$ cat src/rtl/tlc_sequencer.sv
// Step-pulse prescaler, sensor debounce and RUN/PAUSE/PREEMPT mode control for the light FSM.
// Optional emergency pre-emption is compiled in with `define TLC_PREEMPT_EN.
module tlc_sequencer #(
  parameter int unsigned TICK_DIV   = 4,
  parameter int unsigned DEB_CYCLES = 3,
  parameter int unsigned WAIT_W     = 8
) (
  input  logic              clk,
  input  logic              reset,
  input  logic              sa_raw,
  input  logic              sb_raw,
  input  logic              hold,
  input  logic              preempt_a,
  input  logic              G_a,
  input  logic              G_b,
  output logic              enable,
  output logic              Sa,
  output logic              Sb,
  output logic              paused,
  output logic              preempt_active,
  output logic [WAIT_W-1:0] b_wait
);

  localparam int unsigned PCNT_W = (TICK_DIV > 1) ? $clog2(TICK_DIV) : 1;
  localparam int unsigned DEB_W  = (DEB_CYCLES > 1) ? $clog2(DEB_CYCLES) : 1;
  localparam logic [PCNT_W-1:0] PCNT_MAX = PCNT_W'(TICK_DIV - 1);
  localparam logic [DEB_W-1:0]  DEB_LAST = DEB_W'(DEB_CYCLES - 1);

`ifdef TLC_PREEMPT_EN
  typedef enum logic [1:0] {
    MODE_RUN     = 2'd0,
    MODE_PAUSE   = 2'd1,
    MODE_PREEMPT = 2'd2
  } mode_e;
`else
  typedef enum logic [1:0] {
    MODE_RUN   = 2'd0,
    MODE_PAUSE = 2'd1
  } mode_e;
`endif

  mode_e             mode;
  mode_e             mode_nxt;
  logic [PCNT_W-1:0] pcnt;
  logic              tick_c;
  logic              qa;
  logic              qb;
  logic [DEB_W-1:0]  cnt_a;
  logic [DEB_W-1:0]  cnt_b;
  logic              unused_status;

  // Mode request priority: preempt_a over hold over free-running.
  always_comb begin
    mode_nxt = MODE_RUN;
    if (hold) begin
      mode_nxt = MODE_PAUSE;
    end
`ifdef TLC_PREEMPT_EN
    if (preempt_a) begin
      mode_nxt = MODE_PREEMPT;
    end
`endif
  end

  // A wrap is withheld while paused or entering pause, so pcnt parks at its last value.
  always_comb begin
    tick_c = (pcnt == PCNT_MAX) && (mode != MODE_PAUSE) && (mode_nxt != MODE_PAUSE);
  end

`ifdef TLC_PREEMPT_EN
  assign unused_status = G_a;
`else
  assign unused_status = G_a ^ preempt_a;
  assign preempt_active = 1'b0;
`endif

  // Mode register, prescaler and registered outputs to the light FSM.
  always_ff @(posedge clk) begin
    if (reset) begin
      mode    <= MODE_RUN;
      pcnt    <= '0;
      enable  <= 1'b0;
      Sa      <= 1'b0;
      Sb      <= 1'b0;
      paused  <= 1'b0;
`ifdef TLC_PREEMPT_EN
      preempt_active <= 1'b0;
`endif
    end else begin
      mode   <= mode_nxt;
      enable <= tick_c;
      paused <= (mode_nxt == MODE_PAUSE);
`ifdef TLC_PREEMPT_EN
      preempt_active <= (mode_nxt == MODE_PREEMPT);
      if (mode_nxt == MODE_PREEMPT) begin
        Sa <= 1'b1;
        Sb <= 1'b0;
      end else begin
        Sa <= qa;
        Sb <= qb;
      end
`else
      Sa <= qa;
      Sb <= qb;
`endif
      if (tick_c) begin
        pcnt <= '0;
      end else if ((mode != MODE_PAUSE) && (pcnt != PCNT_MAX)) begin
        pcnt <= pcnt + PCNT_W'(1);
      end
    end
  end

  // Road A debounce: qualified level flips after DEB_CYCLES consecutive disagreeing samples.
  always_ff @(posedge clk) begin
    if (reset) begin
      qa    <= 1'b0;
      cnt_a <= '0;
    end else if (sa_raw == qa) begin
      cnt_a <= '0;
    end else if (cnt_a == DEB_LAST) begin
      qa    <= ~qa;
      cnt_a <= '0;
    end else begin
      cnt_a <= cnt_a + DEB_W'(1);
    end
  end

  // Road B debounce, same scheme as road A.
  always_ff @(posedge clk) begin
    if (reset) begin
      qb    <= 1'b0;
      cnt_b <= '0;
    end else if (sb_raw == qb) begin
      cnt_b <= '0;
    end else if (cnt_b == DEB_LAST) begin
      qb    <= ~qb;
      cnt_b <= '0;
    end else begin
      cnt_b <= cnt_b + DEB_W'(1);
    end
  end

  // Road B starvation counter; green B clears it ahead of any increment.
  always_ff @(posedge clk) begin
    if (reset) begin
      b_wait <= '0;
    end else if (G_b) begin
      b_wait <= '0;
    end else if (tick_c && qb && (b_wait != '1)) begin
      b_wait <= b_wait + WAIT_W'(1);
    end
  end

endmodule

$ cat config.mk
export PLATFORM = sky130hd
export DESIGN_NAME = tlc_sequencer
export DESIGN_NICKNAME = d
export VERILOG_FILES = /design/src/rtl/tlc_sequencer.sv
export SDC_FILE = /design/constraint.sdc
export NUM_CORES = 1
export LEC_CHECK = 0
export BUFFER_PORTS_ARGS = -buffer_cell sky130_fd_sc_hd__buf_2
export CAP_MARGIN = 20
export CELL_PAD_IN_SITES_DETAIL_PLACEMENT = 0
export CELL_PAD_IN_SITES_GLOBAL_PLACEMENT = 1
export CORE_MARGIN = 3
export CORE_UTILIZATION = 38
export CTS_BUF_LIST = sky130_fd_sc_hd__clkbuf_8 sky130_fd_sc_hd__clkbuf_16
export DETAILED_ROUTE_END_ITERATION = 8
export PLACE_DENSITY = 0.8
export SLEW_MARGIN = 20
export SYNTH_ARGS = -nofsm -noshare
export SYNTH_HDL_FRONTEND = slang
export SYNTH_SLANG_ARGS = --single-unit
$ cat constraint.sdc
create_clock -name clk -period 1.8 [get_ports clk]
set_input_delay 0.36 -clock clk [delete_from_list [all_inputs] [get_ports clk]]
set_output_delay 0.36 -clock clk [all_outputs]
set_load 0.1 [all_outputs]
Word level (Yosys, flattened, before mapping)

Cells that the tools add are included.

$add $sub $neg: 4
Equal/unequal tests: 10
Muxes and demuxes: 1
Bitwise operators: 4
Reductions and logical operators: 11

Operator list:

| operator            | count |
|---|---|
| $add 8x1->8 const B | 1 |
| $ne 8x8->1 const B  | 1 |
| $add 2x1->2 const B | 3 |
| $eq 2x2->1 const B  | 3 |
| $reduce_or 3->1     | 2 |
| $logic_and 1x1->1   | 5 |
| $ne 2x1->1 const B  | 2 |
| $not 1->1           | 4 |
| $reduce_and 2->1    | 2 |
| $reduce_or 2->1     | 2 |
| $eq 1x1->1          | 2 |
| $eq 2x1->1 const B  | 1 |
| $ne 2x2->1 const B  | 1 |
| $mux 1              | 1 |

Register bits: 22
Input bits: 8
Output and inout bits: 13
Logic and storage cells: 41

Longest topological paths before layout

Depth after elaboration: 5
Gate-level depth with buffers: 5
Mapped depth without buffers: 4

Worst setup path after synthesis

No wires, ideal clock.

Path kind: reg2reg
Start point: register b_wait[1]
End point: register b_wait[4]
Library setup time: 0.070 ns
Arrival: 2.099 ns
Data required time: 1.730 ns
Path slack: -0.369 ns
Cell stages (with the launch flop): 5
Period minus slack after synthesis: 2.169 ns
Cell sequence: dfxtp_1 ha_1 nand3_1 or4_1 a21oi_1

Word-level cells in the longest chain between the ends: 2

RTL lines:

| item                                                                | RTL line | RTL |
|---|---|---|
| from (decl)                                                         | 21       | `output logic [WAIT_W-1:0] b_wait` |
| from (signal assigned)                                              | 151      | `b_wait <= b_wait + WAIT_W'(1);` |
| parallel branches: the longest is 2 deep, another holds $add 8x1->8 | --       |  |

Several ways; the timed one is not identified.
A chain may end at the register's enable or synchronous reset.

Worst setup path after layout

Start point: register pcnt[0]
End point: register b_wait[4]

Word-level cells in the longest chain between the ends: 5

RTL lines:

| item                            | RTL line | RTL |
|---|---|---|
| from (decl)                     | 44       | `logic [PCNT_W-1:0] pcnt;` |
| from (signal assigned)          | 109      | `pcnt <= pcnt + PCNT_W'(1);` |
| $eq 2x2->1                      | 67       | `tick_c = (pcnt == PCNT_MAX) && (mode != MODE_PAUSE) && (mode_nxt != MODE_PAUSE);` |
| $logic_and 1x1->1 (2 in series) | 67       |  |
| $logic_and 1x1->1 (2 in series) | 150      | `end else if (tick_c && qb && (b_wait != '1)) begin` |

No other way between the ends.

==> impl_results.rst <==
.. list-table::
   :header-rows: 1

   * - Metric
     - Value
   * - Estimated wirelength of the detail-placed design
     - 1.28 mm
   * - Gp weighted congestion
     - 0.743
   * - Cell breakdown of the critical path
     - ha_1 -> nand4bb_1 -> or4_1 -> a21oi_1
   * - Core ar.
     - 2080 um2
   * - Synthesized instance count
     - 95
   * - Area of the die
     - 2950 um2
   * - Clock sink count
     - 20
   * - Starting Density
     - 42.7%
   * - I/O pin cnt
     - 21
   * - Unrepaired setup endpoints after global routing
     - no
   * - Die outline height
     - 54.4 um
   * - Crit path time final
     - 1.58 ns
   * - Global-route wire length before repair
     - 2.89 mm
   * - Count of hold-fix buffers inserted at cts
     - 0
   * - Timing-limited maximum frequency
     - 632 MHz
   * - Number of stages on the worst hold path
     - 2
   * - Synth async-reset ratio
     - 0%
   * - Average instance area after synthesis
     - 9.35 um2
   * - Number of buffers on the longest clock path
     - 2
   * - Post-synthesis cell type with the largest combined area
     - sky130_fd_sc_hd__dfxtp_1
   * - Maximum number of pins on one net before global-route repair
     - 15
   * - Clock transition at path regs
     - 0.07 ns
   * - Initial drt markers
     - 12
   * - Via-per-instance ratio
     - 5.26
   * - Class of the most critical setup path
     - flop to flop
   * - Number of nets produced by synthesis
     - 107
   * - Max VDD drop
     - 0.543 mV
   * - Area contributors post-synth
     - sky130_fd_sc_hd__dfxtp_1 (45%), sky130_fd_sc_hd__ha_1 (5.6%), sky130_fd_sc_hd__mux2i_1 (5.6%)
   * - Post-CTS setup buffer count
     - 0
   * - Max-capacitance violation count
     - 0
   * - Maximum level of the CTS H-tree
     - 1
   * - Post-route worst hold slack
     - 0.319 ns
   * - Netlist area before placement
     - 888 um2
   * - Post_cts resized
     - 0
   * - Data required time at the worst endpoint
     - 1.98 ns
   * - Leading cell type by number of instances after synthesis
     - sky130_fd_sc_hd__dfxtp_1
   * - Fraction of final layout cells with drive strength greater than 1
     - 28.1%
   * - Setup ws final
     - 0.218 ns
   * - Final wirelength
     - 1.68 mm
   * - Final Slew Violations
     - 0
   * - Post-Route Skew
     - 0.00244 ns
   * - Flops & latches, synth
     - 20
   * - Outcome
     - finished, final reports clean
   * - Crit. End Element
     - flop
   * - Worst Path Arrival
     - 1.76 ns
   * - Detailed Routing Iterations Pass 1
     - 4
   * - Source-to-sink clock delay at the later pin of the worst-skew pair
     - 0.25 ns
   * - Dpl ws
     - 0.227 ns
   * - Clock tree from TritonCTS
     - built
   * - Worst Path Max Fanout
     - 6
   * - Initial antenna violation count
     - 0
   * - Tot GR Track Use
     - 13.7%
   * - Cell family with the largest share of critical-path delay
     - simple AND/OR/NAND/NOR gates
   * - Fraction of post-synthesis cell area in the top cell type by area
     - 45.1%
   * - Number of nets in the finished design
     - 127
   * - Via total after detailed routing
     - 742
   * - Largest stage delay on the critical path
     - 0.54 ns
   * - Mean routed wirelength per cell
     - 11.9 um
   * - Final setup violation count
     - 0
   * - Number of enable-type register cells in the synthesized netlist
     - 0
   * - CP startpoint kind
     - flop
   * - Count of unresolved DRC violations after routing
     - 0
   * - Antenna diode count
     - 0
   * - Cells on worst reg2reg path
     - 4
   * - Top FF cell, synth
     - sky130_fd_sc_hd__dfxtp_1
   * - Synth cell types
     - 36
   * - Highest-delay cell along the critical path
     - sky130_fd_sc_hd__or4_1
   * - Number of placement rows
     - 16
   * - Leading cell types by count after synthesis
     - sky130_fd_sc_hd__dfxtp_1 (20), sky130_fd_sc_hd__nor2_1 (11), sky130_fd_sc_hd__a21oi_1 (5), sky130_fd_sc_hd__mux2i_1 (5), sky130_fd_sc_hd__nand2_1 (5)
   * - Final-report hold violation count
     - 0
   * - Worst min-delay path category
     - input pin to flop
   * - Number of cells after detailed placement
     - 137
   * - Sequential cell area fraction in the yosys report
     - 45.1%
   * - Number of global-route vias before repair
     - 672
   * - Die outline width
     - 54.4 um
   * - Residual antenna-violating net count after detailed routing
     - 0
   * - Overall power of the completed layout
     - 0.000878 W
   * - Non-filler cells in the finished layout
     - 141
   * - Number of synthesis warnings
     - 0
   * - Residual overflow from global routing
     - 0
   * - Worst path depth
     - 4
   * - Clk Tree Root Cell
     - sky130_fd_sc_hd__clkbuf_8
   * - Number of buffer cells added on primary ports
     - 17
   * - Leakage Power
     - 0.427 nW
   * - Layout area overhead
     - 19.6%
   * - Number of buffers and inverters on the critical path
     - 0
   * - Share of the cycle needed by the critical path after routing
     - 87.9%
   * - Total negative slack for setup checks
     - 0 ns
   * - Power density cells
     - 827 nW/um2
   * - Cts bufs inserted
     - 3
## worst register-to-register path, cell delays in order, from the launching register on
cell,delay [ns]
sky130_fd_sc_hd__dfxtp_1,0.36
sky130_fd_sc_hd__ha_1,0.26
sky130_fd_sc_hd__nand4bb_1,0.20
sky130_fd_sc_hd__or4_1,0.54
sky130_fd_sc_hd__a21oi_1,0.16
## metal layers
metal | GRT usage, % | part of all wire, % | up-vias
li1 | - | - | 385
met1 | 17.3 | 48 | 338
met2 | 20.5 | 46 | 17
met3 | 3.27 | 4.6 | 2
met4 | 9.13 | 0.42 | 0
met5 | 0 | 0 | -
## final timing paths
kind	from	endpoint	slack, ns
worst min-delay path	hold	enable	0.32
worst max register to register	pcnt[0]	b_wait[4]	0.22
worst min register to register	cnt_a[0]	cnt_a[0]	0.41
worst max-delay path	pcnt[0]	b_wait[4]	0.22
## registers in the layout (all words and copies together) (netlist names)
register  flops
cnt_a         2
qa            1
b_wait        8
pcnt          2
Sb            1
qb            1
cnt_b         2
Sa            1
enable        1
mode          1
## report_power, final
| part | switching (W) | total (W) | leakage (nW) | internal [W] |
|---|---|---|---|---|
| clock | 0.000141 | 0.000335 | 0.0288 | 0.000194 |
| combinational | 0.0000512 | 0.0000785 | 0.233 | 0.0000273 |
| sequential | 0.00000848 | 0.000465 | 0.165 | 0.000456 |
| total | 0.000200 | 0.000878 | 0.427 | 0.000678 |
## cells by family after synthesis
family,after synthesis,share of synthesized area [%]
AO/OA/AOI/OAI,16,12.4
flip-flops,20,45.1
multiplexers,5,5.63
buffers and inverters,7,3.52
adder cells (fa/ha/maj),4,5.63
other,1,0.422
AND/OR/NAND/NOR,40,25.4
XOR/XNOR,2,1.97
## layout make-up
type,instances,area (um2)
clock buffer,4,55.1
fill,225,1020
inverter,4,15.0
multi-input combinational,68,458
sequential,20,408
tap,27,33.8
timing repair buffer,18,92.6
## stage by stage
step	cell area (um2)	utilization, %
floorplan	896	-
global placement	1010	48.3
detailed placement	1010	48.3
CTS	1060	51.0
global route	1060	51.0
finish	1060	51.0
## cells in the final DEF (no fill, tap or decap), types with 2 or more instances in the layout
cell type	count
sky130_fd_sc_hd__dfxtp_2	6
sky130_fd_sc_hd__nand2_1	5
sky130_fd_sc_hd__ha_1	4
sky130_fd_sc_hd__dfxtp_1	14
sky130_fd_sc_hd__a211oi_1	2
sky130_fd_sc_hd__clkbuf_8	4
sky130_fd_sc_hd__nand3_1	2
sky130_fd_sc_hd__buf_2	17
sky130_fd_sc_hd__a21oi_1	5
sky130_fd_sc_hd__mux2i_1	5
sky130_fd_sc_hd__nor2_1	11
sky130_fd_sc_hd__or3_1	4
sky130_fd_sc_hd__inv_1	4
sky130_fd_sc_hd__and3_1	2
sky130_fd_sc_hd__nor2b_1	3
sky130_fd_sc_hd__nor3_1	3
sky130_fd_sc_hd__xnor2_1	2
Power figures use the tool's default switching activity.
